File: config.mk
export PLATFORM = sky130hd
export DESIGN_NAME = calc_sequencer
export DESIGN_NICKNAME = d
export VERILOG_FILES = /design/src/rtl/calc_sequencer.sv
export SDC_FILE = /design/constraint.sdc
export NUM_CORES = 1
export LEC_CHECK = 0
export BUFFER_PORTS_ARGS = -buffer_cell sky130_fd_sc_hd__buf_2
export CAP_MARGIN = 20
export CELL_PAD_IN_SITES_DETAIL_PLACEMENT = 0
export CELL_PAD_IN_SITES_GLOBAL_PLACEMENT = 1
export CORE_ASPECT_RATIO = 0.6
export CORE_MARGIN = 4
export CORE_UTILIZATION = 33
export CTS_CLUSTER_SIZE = 30
export DETAILED_ROUTE_END_ITERATION = 8
export PLACE_DENSITY = 0.79
export SYNTH_ARGS = -nofsm -noshare
export SYNTH_HDL_FRONTEND = slang
export SYNTH_SLANG_ARGS = --single-unit
File: constraint.sdc
create_clock -name clk -period 1.6 [get_ports clk]
set_input_delay 0.16 -clock clk [delete_from_list [all_inputs] [get_ports clk]]
set_output_delay 0.16 -clock clk [all_outputs]
set_load 0.02 [all_outputs]
File: src/rtl/calc_sequencer.sv
// calc_sequencer: top-level control FSM for the four-digit signed calculator.
// Owns the accumulator, steers the datapath via mode/operation, and commits
// the datapath result one cycle after an ENTRY confirm.
// Optional build macro: CALC_ERR_TIMEOUT_EN adds automatic recovery from
// ERROR after ERR_HOLD_CYCLES cycles.
module calc_sequencer #(
    parameter int ERR_HOLD_CYCLES = 100_000_000
) (
    input  logic               clk,
    input  logic               rst,
    input  logic               UP,
    input  logic               DOWN,
    input  logic               LEFT,
    input  logic               RIGHT,
    input  logic               SELECT,
    input  logic signed [15:0] new_value,
    input  logic               overflow,
    output logic        [1:0]  mode,
    output logic        [1:0]  operation,
    output logic signed [15:0] current_value,
    output logic               result_valid,
    output logic               error,
    output logic        [7:0]  op_count
);

    // State encoding is the mode output itself.
    typedef enum logic [1:0] {
        S_OP_SEL  = 2'd0,
        S_ENTRY   = 2'd1,
        S_CAPTURE = 2'd2,
        S_ERROR   = 2'd3
    } state_t;

    localparam logic signed [15:0] VAL_MAX = 16'sd9999;
    localparam logic signed [15:0] VAL_MIN = -16'sd9999;

    state_t state;
    logic   result_ok;

    // LEFT/RIGHT only matter to the datapath's digit editor.
    logic unused_buttons;
    assign unused_buttons = LEFT ^ RIGHT;

    // A result is committed only if the datapath reports no overflow and the
    // value still fits the four-digit display range.
    assign result_ok = !overflow && (new_value <= VAL_MAX) && (new_value >= VAL_MIN);

`ifdef CALC_ERR_TIMEOUT_EN
    localparam int TW = (ERR_HOLD_CYCLES > 1) ? $clog2(ERR_HOLD_CYCLES) : 1;
    logic [TW-1:0] err_timer;
    logic          timeout;
    // Last cycle of the hold window: recover on this edge.
    assign timeout = (err_timer == TW'(ERR_HOLD_CYCLES - 1));
`else
    localparam int unused_hold = ERR_HOLD_CYCLES;
    logic timeout;
    assign timeout = 1'b0;
`endif

    assign mode = state;

    // Main sequencer: state, operation select, accumulator and status flags.
    always_ff @(posedge clk) begin
        if (rst) begin
            state         <= S_OP_SEL;
            operation     <= 2'd0;
            current_value <= '0;
            result_valid  <= 1'b0;
            error         <= 1'b0;
            op_count      <= 8'd0;
`ifdef CALC_ERR_TIMEOUT_EN
            err_timer     <= '0;
`endif
        end else begin
            result_valid <= 1'b0;
            case (state)
                S_OP_SEL: begin
                    if (SELECT)    state     <= S_ENTRY;
                    else if (UP)   operation <= operation + 2'd1;
                    else if (DOWN) operation <= operation - 2'd1;
                end
                S_ENTRY: begin
                    // Datapath computes on this same edge; sample it next cycle.
                    if (SELECT) state <= S_CAPTURE;
                end
                S_CAPTURE: begin
                    if (result_ok) begin
                        current_value <= new_value;
                        result_valid  <= 1'b1;
                        op_count      <= op_count + 8'd1;
                        state         <= S_OP_SEL;
                    end else begin
                        state <= S_ERROR;
                        error <= 1'b1;
`ifdef CALC_ERR_TIMEOUT_EN
                        err_timer <= '0;
`endif
                    end
                end
                S_ERROR: begin
                    if (SELECT || timeout) begin
                        current_value <= '0;
                        operation     <= 2'd0;
                        error         <= 1'b0;
                        state         <= S_OP_SEL;
`ifdef CALC_ERR_TIMEOUT_EN
                        err_timer     <= '0;
`endif
                    end else begin
`ifdef CALC_ERR_TIMEOUT_EN
                        err_timer <= err_timer + 1'b1;
`endif
                    end
                end
                default: state <= S_OP_SEL;
            endcase
        end
    end

endmodule

==> reports/qor.yml, run 1 <==
floorplanning:
  die_h_um: 61.7
  rows: 19
  dieArea_sq_um: 6020
  die_width_um: 97.6
  io_pins: 54
  core-area_sq_um: 4610
  initial_core_util_pct: 34.4
sta:
  min_period_over_period_pct: 95.7
  slew_viol_final: 0
  setup_ws_ns: 0.0689
  skew_ns: 0.00497
  finalCriticalPeriod_ns: 1.53
  timing.hold.ws_ns: 0.156
  hold_violations: 0
  rsz0062_at_grt: "no"
  fmax_mhz: 653
  tightest_slew_ns: 0.457
  max_slew_margin_pct: 69.5
  setup_violations: 0
layout:
  drive_above_1_share_pct: 40.0
  area_delta_synth_final_pct: 34.2
  regArea_sq_um: 604
  n_antenna_cell: 0
  multiInputGateArea_sq_um: 951
  fill_cells: 470
  final_nets: 254
  final_cell_area_sq_um: 2130
synthesis:
  synthAdderAreaFrac_pct: 0.788
  syn-num-nets: 191
  syn_inst: 166
  postSynthAreaPerCell_sq_um: 9.56
  seq_area_frac_synth_pct: 37.8
  yosys-mux-area-fraction_pct: 17.0
  yosysWarningCount: 0
  synthSimpleGateAreaFrac_pct: 31.2
  synth_top_family_by_area: "simple AND/OR/NAND/NOR gates"
  synthArstFlopShare_pct: 0
  synth_edf_count: 0
  synth-compound-area-share_pct: 8.20
  synth_top_flop_cell: "dfxtp_1"
  yosys.area_share.xor_xnor_pct: 1.10
  synthDistinctLibCells: 34
  synth_area_sq_um: 1590
  ys_ff_latch: 30
worst_setup_path:
  cp_cell_sequence: "buf_2 > nor4_2 > o211ai_1 > a21boi_4 > a2111oi_2 > mux2_1"
  worstSetupEndpointType: "flop"
  rr_endpoint: "op_count[5]$_SDFFE_PP0P_"
  worstPathMaxFanout: 5
  max_stage_delay_ns: 0.41
  rrSetupSlack_ns: 0.08
  cp_num_buf_inv: 1
  arrival_ns: 1.69
  critPathKind: "in2reg"
  reg2reg_depth: 4
  crit_path_top_delay_cell: "a2111oi_2"
  cp_top_family: "compound AO/OA/AOI/OAI gates"
  cp_data_required_time_ns: 1.76
  r2r-start: "mode[1]$_SDFFE_PP0P_"
  worst_setup_path_start_kind: "input port"
clocking:
  cts_tree: "yes"
  cts_buffers: 5
  cts_buffer_depth: 2
  clk_pin_slew_ns: 0.07
  cts_root_buffer: "clkbuf_8"
  cts_sinks: 30
  insertion_delay_ns: 0.27
  cts_max_level: 2
global_routing:
  grt_pass1_wl_um: 6490
  grt_max_degree: 30
  overflow: 0
  grt_usage_pct: 13.5
  grt_pass1_vias: 1324
  antenna_found_initial: 0
hold_path:
  hold_path_class: "in2reg"
  min_path_cells: 3
  hold_end: "current_value[3]$_SDFFE_PP0P_"
  hp-start: "new_value[3]"
flow_run:
  cap_violations: 0
pwr:
  power_switching_mw: 0.457
  p_int_mw: 1.35
  p_seq_share_pct: 44.1
  p_per_area_nw_per_um2: 849
  vdd_drop_max_uv: 386
  pwr-share-comb_pct: 14.5
  sw_frac_of_total_pct: 25.3
  p_leak_nw: 0.899
  power_frac_clock_pct: 41.4
routing:
  routedWlPerCell_um: 13.5
  dr.pass1.iters: 4
  drc: 0
  dr.first_iter.drc_count: 26
  routed_wl_um: 3970
  drtAntennaViolNets: 0
  vias: 1403
  avgViaCountPerCell: 4.79
place:
  io_buffer_count: 51
  place.gp.congestion: 0.805
  placed_area_sq_um: 2000
  dp_hpwl_um: 2890
  place_ws_ns: -0.263
status:
  status: "completed"
registers in the layout, summed over array words and instances (netlist names):
register,cells
current_value,16
mode,2
error,1
operation,2
result_valid,1
op_count,8
layout make-up:
| cell class | instances | area share (%) |
|---|---|---|
| Clock buffer | 5 | 3.23 |
| Clock inverter | 3 | 1.88 |
| Multi-Input combinational cell | 125 | 44.6 |
| Sequential cell | 30 | 28.4 |
| Tap cell | 63 | 3.70 |
| Timing Repair Buffer | 67 | 18.2 |
repair_timing:
item                       in CTS  in global routing
buffers inserted                0                  2
hold buffers                    0                  0
setup endpoints to repair       0                 18
resized for setup               0                  3
worst reg2reg max path: cells and delay by family (launching register included):
family / cells / cell delay [ns]
flops: 1 / 0.40
mux: 1 / 0.37
simple gates: 2 / 0.36
compound gates: 1 / 0.30
Yosys cell counts (3+ instances only):
cell       n  share of area (%)
dfxtp_1   30                 38
nand4_1    3                1.2
mux2_2     6                4.3
o21ai_0    3               0.95
nand3_1    6                1.9
or2b_1     3                1.4
a21oi_1    6                1.9
mux2i_1   18                 11
nand2b_1  17                6.7
clkbuf_1   8                1.9
nor2_1    11                2.6
nor2b_1   10                3.9
nand3b_1  19                9.0
cells by family after synthesis:
kind of cell    after synthesis
flops                        30
compound gates               17
buf+inv                      11
simple gates                 79
xor+xnor                      2
fa+ha+maj                     1
mux                          26
power groups by stage:
stage | Combinational, mW | Sequential (mW) | Clock [mW]
2_1_floorplan | 0.148 | 0.825 | 0
3_3_place_gp | 0.252 | 0.813 | 0
3_5_place_dp | 0.254 | 0.812 | 0
4_1_cts | 0.255 | 0.795 | 0.778
5_1_grt | 0.286 | 0.801 | 0.806
6_report | 0.263 | 0.797 | 0.749
through the flow:
step	std cells	power [mW]	util, %	setup TNS (ns)
after floorplan	166	0.973	-	0
after global placement	283	1.07	43.4	-2.65
after detailed placement	283	1.07	43.4	-2.95
after CTS	291	1.83	45.7	0
after global routing	293	1.89	46.2	0
final	293	1.81	46.2	0
worst max-delay path by stage:
stage                    startpoint                       end  cells past startpoint
6_report               new_value[7]  op_count[7]$_SDFFE_PP0P_                      6
5_1_grt        mode[1]$_SDFFE_PP0P_  op_count[6]$_SDFFE_PP0P_                      4
4_1_cts        mode[0]$_SDFFE_PP0P_  op_count[3]$_SDFFE_PP0P_                      4
3_5_place_dp           new_value[5]  op_count[7]$_SDFFE_PP0P_                      6
3_3_place_gp           new_value[5]  op_count[7]$_SDFFE_PP0P_                      6
2_1_floorplan  mode[0]$_SDFFE_PP0P_  op_count[3]$_SDFFE_PP0P_                      5
cells in the final DEF (no fill, tap or decap), drive strengths merged, types with 2 or more instances in the layout:
master,n
a2111oi,3
nor3,2
nor2b,10
nor2,11
buf,67
nor4,3
nand3,6
mux2,8
clkinv,2
o21ai,4
nand2b,17
nand3b,19
clkbuf,5
or2b,3
a21oi,6
dfxtp,30
mux2i,18
nand4,4
xor2,2
metal layers:
metal | part of all wire [%] | up-vias | track usage, %
met4 | 0.33 | 0 | 3.94
met1 | 53 | 648 | 19.2
met5 | 0 | - | 0
met3 | 7.0 | 2 | 5.80
met2 | 39 | 37 | 18.7
li1 | - | 716 | -
Note: power is estimated with default switching activity, not from simulation.
==> run 2, diff against run 1 <==
--- a/config.mk
+++ b/config.mk
@@ -10,7 +10,7 @@
 export CELL_PAD_IN_SITES_DETAIL_PLACEMENT = 0
 export CELL_PAD_IN_SITES_GLOBAL_PLACEMENT = 1
 export CORE_ASPECT_RATIO = 0.6
-export CORE_MARGIN = 4
+export CORE_MARGIN = 2
 export CORE_UTILIZATION = 33
 export CTS_CLUSTER_SIZE = 30
 export DETAILED_ROUTE_END_ITERATION = 8
==> run 2 against run 1 <==
Net effect:
- largest cell class unchanged
- design area shrank 0.59%
- hold slack better by 0.0040 ns
- largest power group unchanged
- register-to-register slack worse by 0.02 ns
- non-clock buffer count is 1 higher
- total power shrank 10%
- clock skew is 0.0050 ns higher
==> reports/qor.yml, run 2 (synthesis gave the netlist of run 1 again) <==
place:
  placed_cells: 286  # +1.1%
  place.gp.congestion: 0.800  # -0.66%
  dp_hpwl_um: 2800  # -3.1%
  placed_area_sq_um: 2020  # +1.1%
  io_buffer_count: 51  # unchanged
worst_setup_path:
  cp_data_required_time_ns: 1.77  # about the same
  arrival_ns: 1.70  # about the same
  critPathKind: "reg2reg"
  worstSetupEndpointType: "flop"
  crit_path_top_delay_cell: "dfxtp_2"
  worst_setup_path_start_kind: "flop"
  worstPathMaxFanout: 8  # +3
  max_stage_delay_ns: 0.40  # about the same
  cp_cell_sequence: "nor2b_4 > nand3_1 > a2111oi_2 > mux2_1"
floorplanning:
  io_pins: 54  # unchanged
  initial_core_util_pct: 34.4  # unchanged
  die_width_um: 93.6  # -4.1%
  die_h_um: 57.7  # -6.5%
  dieArea_sq_um: 5400  # -10%
  core-area_sq_um: 4610  # unchanged
  rows: 19  # unchanged
routing:
  avgViaCountPerCell: 4.69  # -2.1%
  routed_wl_um: 3690  # -7.1%
  dr.first_iter.drc_count: 69  # +170%
  vias: 1374  # -2.1%
  drc: 0  # unchanged
  routedWlPerCell_um: 12.6  # -7.1%
  dr.pass1.iters: 4  # unchanged
  drtAntennaViolNets: 0  # unchanged
clocking:
  clk_pin_slew_ns: 0.07  # about the same
  cts_max_level: 2  # unchanged
  cts_sinks: 30  # unchanged
  cts_tree: "yes"
  cts_buffers: 5  # unchanged
  cts_setup_buffers: 0  # unchanged
  insertion_delay_ns: 0.28  # about the same
  cts_root_buffer: "clkbuf_8"
  holdBufCountCts: 0  # unchanged
  cts_buffer_depth: 2  # unchanged
sta:
  setup_violations: 0  # unchanged
  min_period_over_period_pct: 96.1  # +0.38 points
  hold_violations: 0  # unchanged
  slew_viol_final: 0  # unchanged
  tightest_slew_ns: 0.395  # -0.0623 ns
  finalCriticalPeriod_ns: 1.54  # +0.00612 ns
  max_slew_margin_pct: 73.7  # +4.2 points
  rsz0062_at_grt: "no"
  fmax_mhz: 651  # -0.40%
  skew_ns: 0.00997  # +0.00500 ns
layout:
  n_antenna_cell: 0  # unchanged
  largest_reg_flops: 16  # unchanged
  regMostFlops: "current_value"
  final_cell_area_sq_um: 2120  # -0.59%
  layout_common_cells: "buf_2, dfxtp_1, nand3b_1"
  final_nets: 255  # +0.39%
  drive_above_1_share_pct: 39.6  # -0.43 points
  area_delta_synth_final_pct: 33.4
  final_common_cell: "buf_2"
  fin_cells: 293  # unchanged
  reg.largest.list: "current_value: 16 flops, op_count: 8 flops"
global_routing:
  grt_usage_pct: 13.7  # +0.19 points
  grt_max_degree: 35  # +17%
  grt_pass1_wl_um: 5700  # -12%
  overflow: 0  # unchanged
  antenna_found_initial: 0  # unchanged
  grt_pass1_vias: 1136  # -14%
pwr:
  p_per_area_nw_per_um2: 765  # -9.9%
  vdd_drop_max_uv: 307  # -21%
  p_leak_nw: 0.890  # -0.98%
hold_path:
  hold_path_class: "in2reg"
flow_run:
  cap_violations: 0  # unchanged
status:
  status: "completed"
## run 2: routing by layer
layer / part of all wire, % / GRT usage, %
met4: 0.46 / 4.35
met3: 8.5 / 5.98
met1: 55 / 21.6
met2: 36 / 16.0
met5: 0 / 0
## run 2: area by class of cell
class / instances / area [sq um]
tap: 63 / 78.8
timing repair buffer: 68 / 403
clock inverter: 2 / 10.0
multi-input combinational: 125 / 956
clock buffer: 5 / 68.8
fill: 452 / 2490
sequential: 30 / 602
## run 2: critical path, delay by kind of cell (launching register included)
family | cells | cell delay (ns)
AND/OR/NAND/NOR | 2 | 0.36
flip-flops | 1 | 0.40
multiplexers | 1 | 0.35
AO/OA/AOI/OAI | 1 | 0.33
## run 2: power by group
part | total (mW) | switching [mW] | internal [mW] | leakage [nW]
combinational | 0.264 | 0.139 | 0.125 | 0.604
sequential | 0.794 | 0.0246 | 0.769 | 0.243
clock | 0.562 | 0.271 | 0.291 | 0.0438
## run 2: timing repair
| action | 4_1_cts | 5_1_grt |
|---|---|---|
| hold endpoints to repair | 0 | 0 |
| gates resized for setup | 0 | 4 |
| setup endpoints to repair | 0 | 9 |
## run 2: stage by stage
step	power, mW	setup WS, ns	hold slack, ns	setup TNS, ns	utilization (%)
after floorplan	0.973	0.00242	0.315	0	-
after global placement	1.07	-0.199	0.441	-3.73	43.8
after detailed placement	1.07	-0.227	0.443	-4.32	43.8
after CTS	1.64	0.0484	0.150	0	45.6
after global routing	1.70	0.00368	0.164	0	45.9
final	1.62	0.0628	0.160	0	45.9
## run 2: final timing paths
kind | depth (start not counted) | startpoint | end | slack [ns]
setup reg to reg | 4 | mode[1]$_SDFFE_PP0P_ | op_count[6]$_SDFFE_PP0P_ | 0.06
hold / removal | 3 | new_value[3] | current_value[3]$_SDFFE_PP0P_ | 0.16
setup / recovery | 4 | mode[1]$_SDFFE_PP0P_ | op_count[6]$_SDFFE_PP0P_ | 0.06
hold reg to reg | 2 | current_value[6]$_SDFFE_PP0P_ | current_value[6]$_SDFFE_PP0P_ | 0.49
==> run 3, diff against run 2 <==
--- a/config.mk
+++ b/config.mk
@@ -5,13 +5,12 @@
 export SDC_FILE = /design/constraint.sdc
 export NUM_CORES = 1
 export LEC_CHECK = 0
+export ABC_AREA = 1
 export BUFFER_PORTS_ARGS = -buffer_cell sky130_fd_sc_hd__buf_2
 export CAP_MARGIN = 20
-export CELL_PAD_IN_SITES_DETAIL_PLACEMENT = 0
-export CELL_PAD_IN_SITES_GLOBAL_PLACEMENT = 1
 export CORE_ASPECT_RATIO = 0.6
 export CORE_MARGIN = 2
-export CORE_UTILIZATION = 33
+export CORE_UTILIZATION = 43
 export CTS_CLUSTER_SIZE = 30
 export DETAILED_ROUTE_END_ITERATION = 8
 export PLACE_DENSITY = 0.79
==> run 3 against run 2 <==
Net effect:
- sequential share of layout area rose by 4.6 points
- via count up 5.9%
- critical path type unchanged
- hold slack worse by 0.071 ns
- critical path depth rose by 2
- synthesized cell count grew 14%
- worst setup slack improved by 0.20 ns
==> reports/qor.yml, run 3 <==
status:
  status: "completed"
synthesis:
  seq_area_frac_synth_pct: 43.0  # +5.2 points
  yosys-mux-area-fraction_pct: 0  # -17 points
  synth-compound-area-share_pct: 6.91  # -1.3 points
  ys_ff_latch: 30  # unchanged
  synthAdderAreaFrac_pct: 0.897  # +0.11 points
  syn-num-nets: 214  # +12%
  synthDistinctLibCells: 23  # -32%
  synthSimpleGateAreaFrac_pct: 39.5  # +8.3 points
  synth.cells.most_frequent: "nand2_1, dfxtp_1, nand4_1"
  yosys.area_share.xor_xnor_pct: 4.39  # +3.3 points
  synthArstFlopShare_pct: 0  # unchanged
  syn_inst: 189  # +14%
  synthTopCellsByArea: "dfxtp_1, nand2_1, nand4_1, nor2_1, a21oi_1"
  synth_top_flop_cell: "dfxtp_1"
  synth.top_cell.area_share_pct: 43.0  # +5.2 points
  synth_area_sq_um: 1400  # -12%
  post-synth-top-count-cell: "nand2_1"
  synth_edf_count: 0  # unchanged
  postSynthAreaPerCell_sq_um: 7.38  # -23%
  synth_area_leader_cell: "dfxtp_1"
  yosysWarningCount: 0  # unchanged
  synth_top_family_by_area: "simple AND/OR/NAND/NOR gates"
routing:
  dr.pass1.iters: 5  # +1
  drtAntennaViolNets: 0  # unchanged
  avgViaCountPerCell: 5.00  # +6.6%
  routed_wl_um: 3420  # -7.3%
  dr.first_iter.drc_count: 78  # +13%
  routedWlPerCell_um: 11.7  # -6.7%
  drc: 0  # unchanged
  vias: 1455  # +5.9%
hold_path:
  min_path_cells: 3  # unchanged
  hold_end: "current_value[2]$_SDFFE_PP0P_"
  hp-start: "new_value[2]"
  hold_path_class: "in2reg"
floorplanning:
  die_width_um: 77.5  # -17%
  rows: 15  # -4
  initial_core_util_pct: 46.8  # +12 points
  dieArea_sq_um: 3730  # -31%
  core-area_sq_um: 2980  # -35%
  die_h_um: 48.1  # -17%
  io_pins: 54  # unchanged
worst_setup_path:
  rrSetupSlack_ns: 0.26  # +0.20 ns
  worst_setup_path_start_kind: "flop"
  cp_data_required_time_ns: 1.83  # +0.06 ns
  arrival_ns: 1.57  # -0.13 ns
  critPathKind: "reg2reg"
  r2r-start: "mode[1]$_SDFFE_PP0P_"
  reg2reg_depth: 6  # +2
  rr_endpoint: "current_value[15]$_SDFFE_PP0P_"
  worstSetupEndpointType: "flop"
  worstPathMaxFanout: 16  # +8
place:
  io_buffer_count: 51  # unchanged
  dp_hpwl_um: 2470  # -12%
  placed_cells: 283  # -1.0%
  place.gp.congestion: 0.822  # +2.8%
sta:
  slew_viol_final: 0  # unchanged
  min_period_over_period_pct: 83.8  # -12 points
  tns_ns: 0  # unchanged
  hold_violations: 0  # unchanged
  fmax_mhz: 746  # +15%
  tightest_slew_ns: 0.346  # -0.0488 ns
  skew_ns: 0.00416  # -0.00581 ns
  finalCriticalPeriod_ns: 1.34  # -0.197 ns
  rsz0062_at_grt: "no"
  timing.hold.ws_ns: 0.0883  # -0.0713 ns
  setup_violations: 0  # unchanged
  max_slew_margin_pct: 76.9  # +3.2 points
pwr:
  p_leak_nw: 0.921  # +3.4%
  p_per_area_nw_per_um2: 874  # +14%
  vdd_drop_max_uv: 487  # +59%
  power_mw: 1.59  # -1.9%
global_routing:
  antenna_found_initial: 0  # unchanged
  overflow: 0  # unchanged
  grt_pass1_vias: 1276  # +12%
  grt_max_degree: 20  # -43%
  grt_pass1_wl_um: 5600  # -1.7%
  grt_usage_pct: 19.8  # +6.1 points
layout:
  layout_common_cells: "nand2_1, buf_2, dfxtp_1"
  n_antenna_cell: 0  # unchanged
  final_common_cell: "nand2_1"
  area_delta_synth_final_pct: 30.2
  fin_cells: 291  # -0.68%
  final_nets: 273  # +7.1%
  regMostFlops: "current_value"
  drive_above_1_share_pct: 28.5  # -11 points
  largest_reg_flops: 16  # unchanged
  reg.largest.list: "current_value: 16 flops, op_count: 8 flops"
clocking:
  holdBufCountCts: 0  # unchanged
  cts_max_level: 2  # unchanged
  cts_setup_buffers: 0  # unchanged
  clk_pin_slew_ns: 0.06  # about the same
  cts_root_buffer: "clkbuf_8"
  cts_tree: "yes"
  cts_sinks: 30  # unchanged
  insertion_delay_ns: 0.28  # about the same
  cts_resized: 0  # unchanged
  cts_buffer_depth: 2  # unchanged
  cts_buffers: 5  # unchanged
flow_run:
  cap_violations: 0  # unchanged
[run 3: power breakdown]
| part | total [mW] | internal (mW) | switching [mW] |
|---|---|---|---|
| Sequential | 0.778 | 0.763 | 0.0150 |
| Clock | 0.626 | 0.346 | 0.280 |
| Combinational | 0.184 | 0.0679 | 0.116 |
| Total | 1.59 | 1.18 | 0.411 |
[run 3: area by class of cell]
class / instances / area [sq um]
inverter: 11 / 41.3
fill: 287 / 1170
clock inverter: 1 / 5.00
sequential: 30 / 601
timing repair buffer: 58 / 308
tap: 42 / 52.6
multi-input combinational: 142 / 723
clock buffer: 7 / 86.3
[run 3: how the worst max path moves through the flow]
stage | slack, ns | cells past startpoint | start | endpoint
CTS | 0.24 | 6 | mode[1]$_SDFFE_PP0P_ | current_value[14]$_SDFFE_PP0P_
finish | 0.26 | 6 | mode[1]$_SDFFE_PP0P_ | current_value[15]$_SDFFE_PP0P_
global route | 0.11 | 6 | mode[1]$_SDFFE_PP0P_ | current_value[14]$_SDFFE_PP0P_
global placement | 0.15 | 12 | new_value[5] | current_value[5]$_SDFFE_PP0P_
floorplan | 0.14 | 7 | mode[1]$_SDFFE_PP0P_ | current_value[0]$_SDFFE_PP0P_
detailed placement | 0.10 | 12 | new_value[7] | current_value[14]$_SDFFE_PP0P_
[run 3: layer usage]
layer | GRT usage [%] | share of wire, %
met3 | 5.37 | 8.2
met4 | 9.64 | 1.3
met1 | 26.7 | 51
met5 | 0 | 0
met2 | 30.6 | 40
[run 3: kinds of logic (layout without fill, tap and decap cells)]
kind of cell               Yosys count  count (layout)
AOI/OAI and AO/OA                   17              17
xor gates and xnor gates             7               7
adders and majority gates            1               1
buffers and inverters               17              77
DFF                                 30              30
and+or+nand+nor                    117             117
[run 3: per-stage QoR]
stage | setup WS [ns] | utilization [%] | cell area (sq um)
after floorplan | 0.139 | - | 1400
after global placement | 0.151 | 57.8 | 1730
after detailed placement | 0.104 | 57.8 | 1730
after CTS | 0.245 | 60.9 | 1820
after global routing | 0.114 | 60.9 | 1820
final | 0.260 | 60.9 | 1820
[run 3: worst max-delay path, stage by stage, from the launching register on]
cell and delay (ns):
dfxtp_1 0.40, inv_1 0.08, nor2_2 0.17, nand3_4 0.11, nor2_4 0.30, nand2_1 0.13
nand2_1 0.08
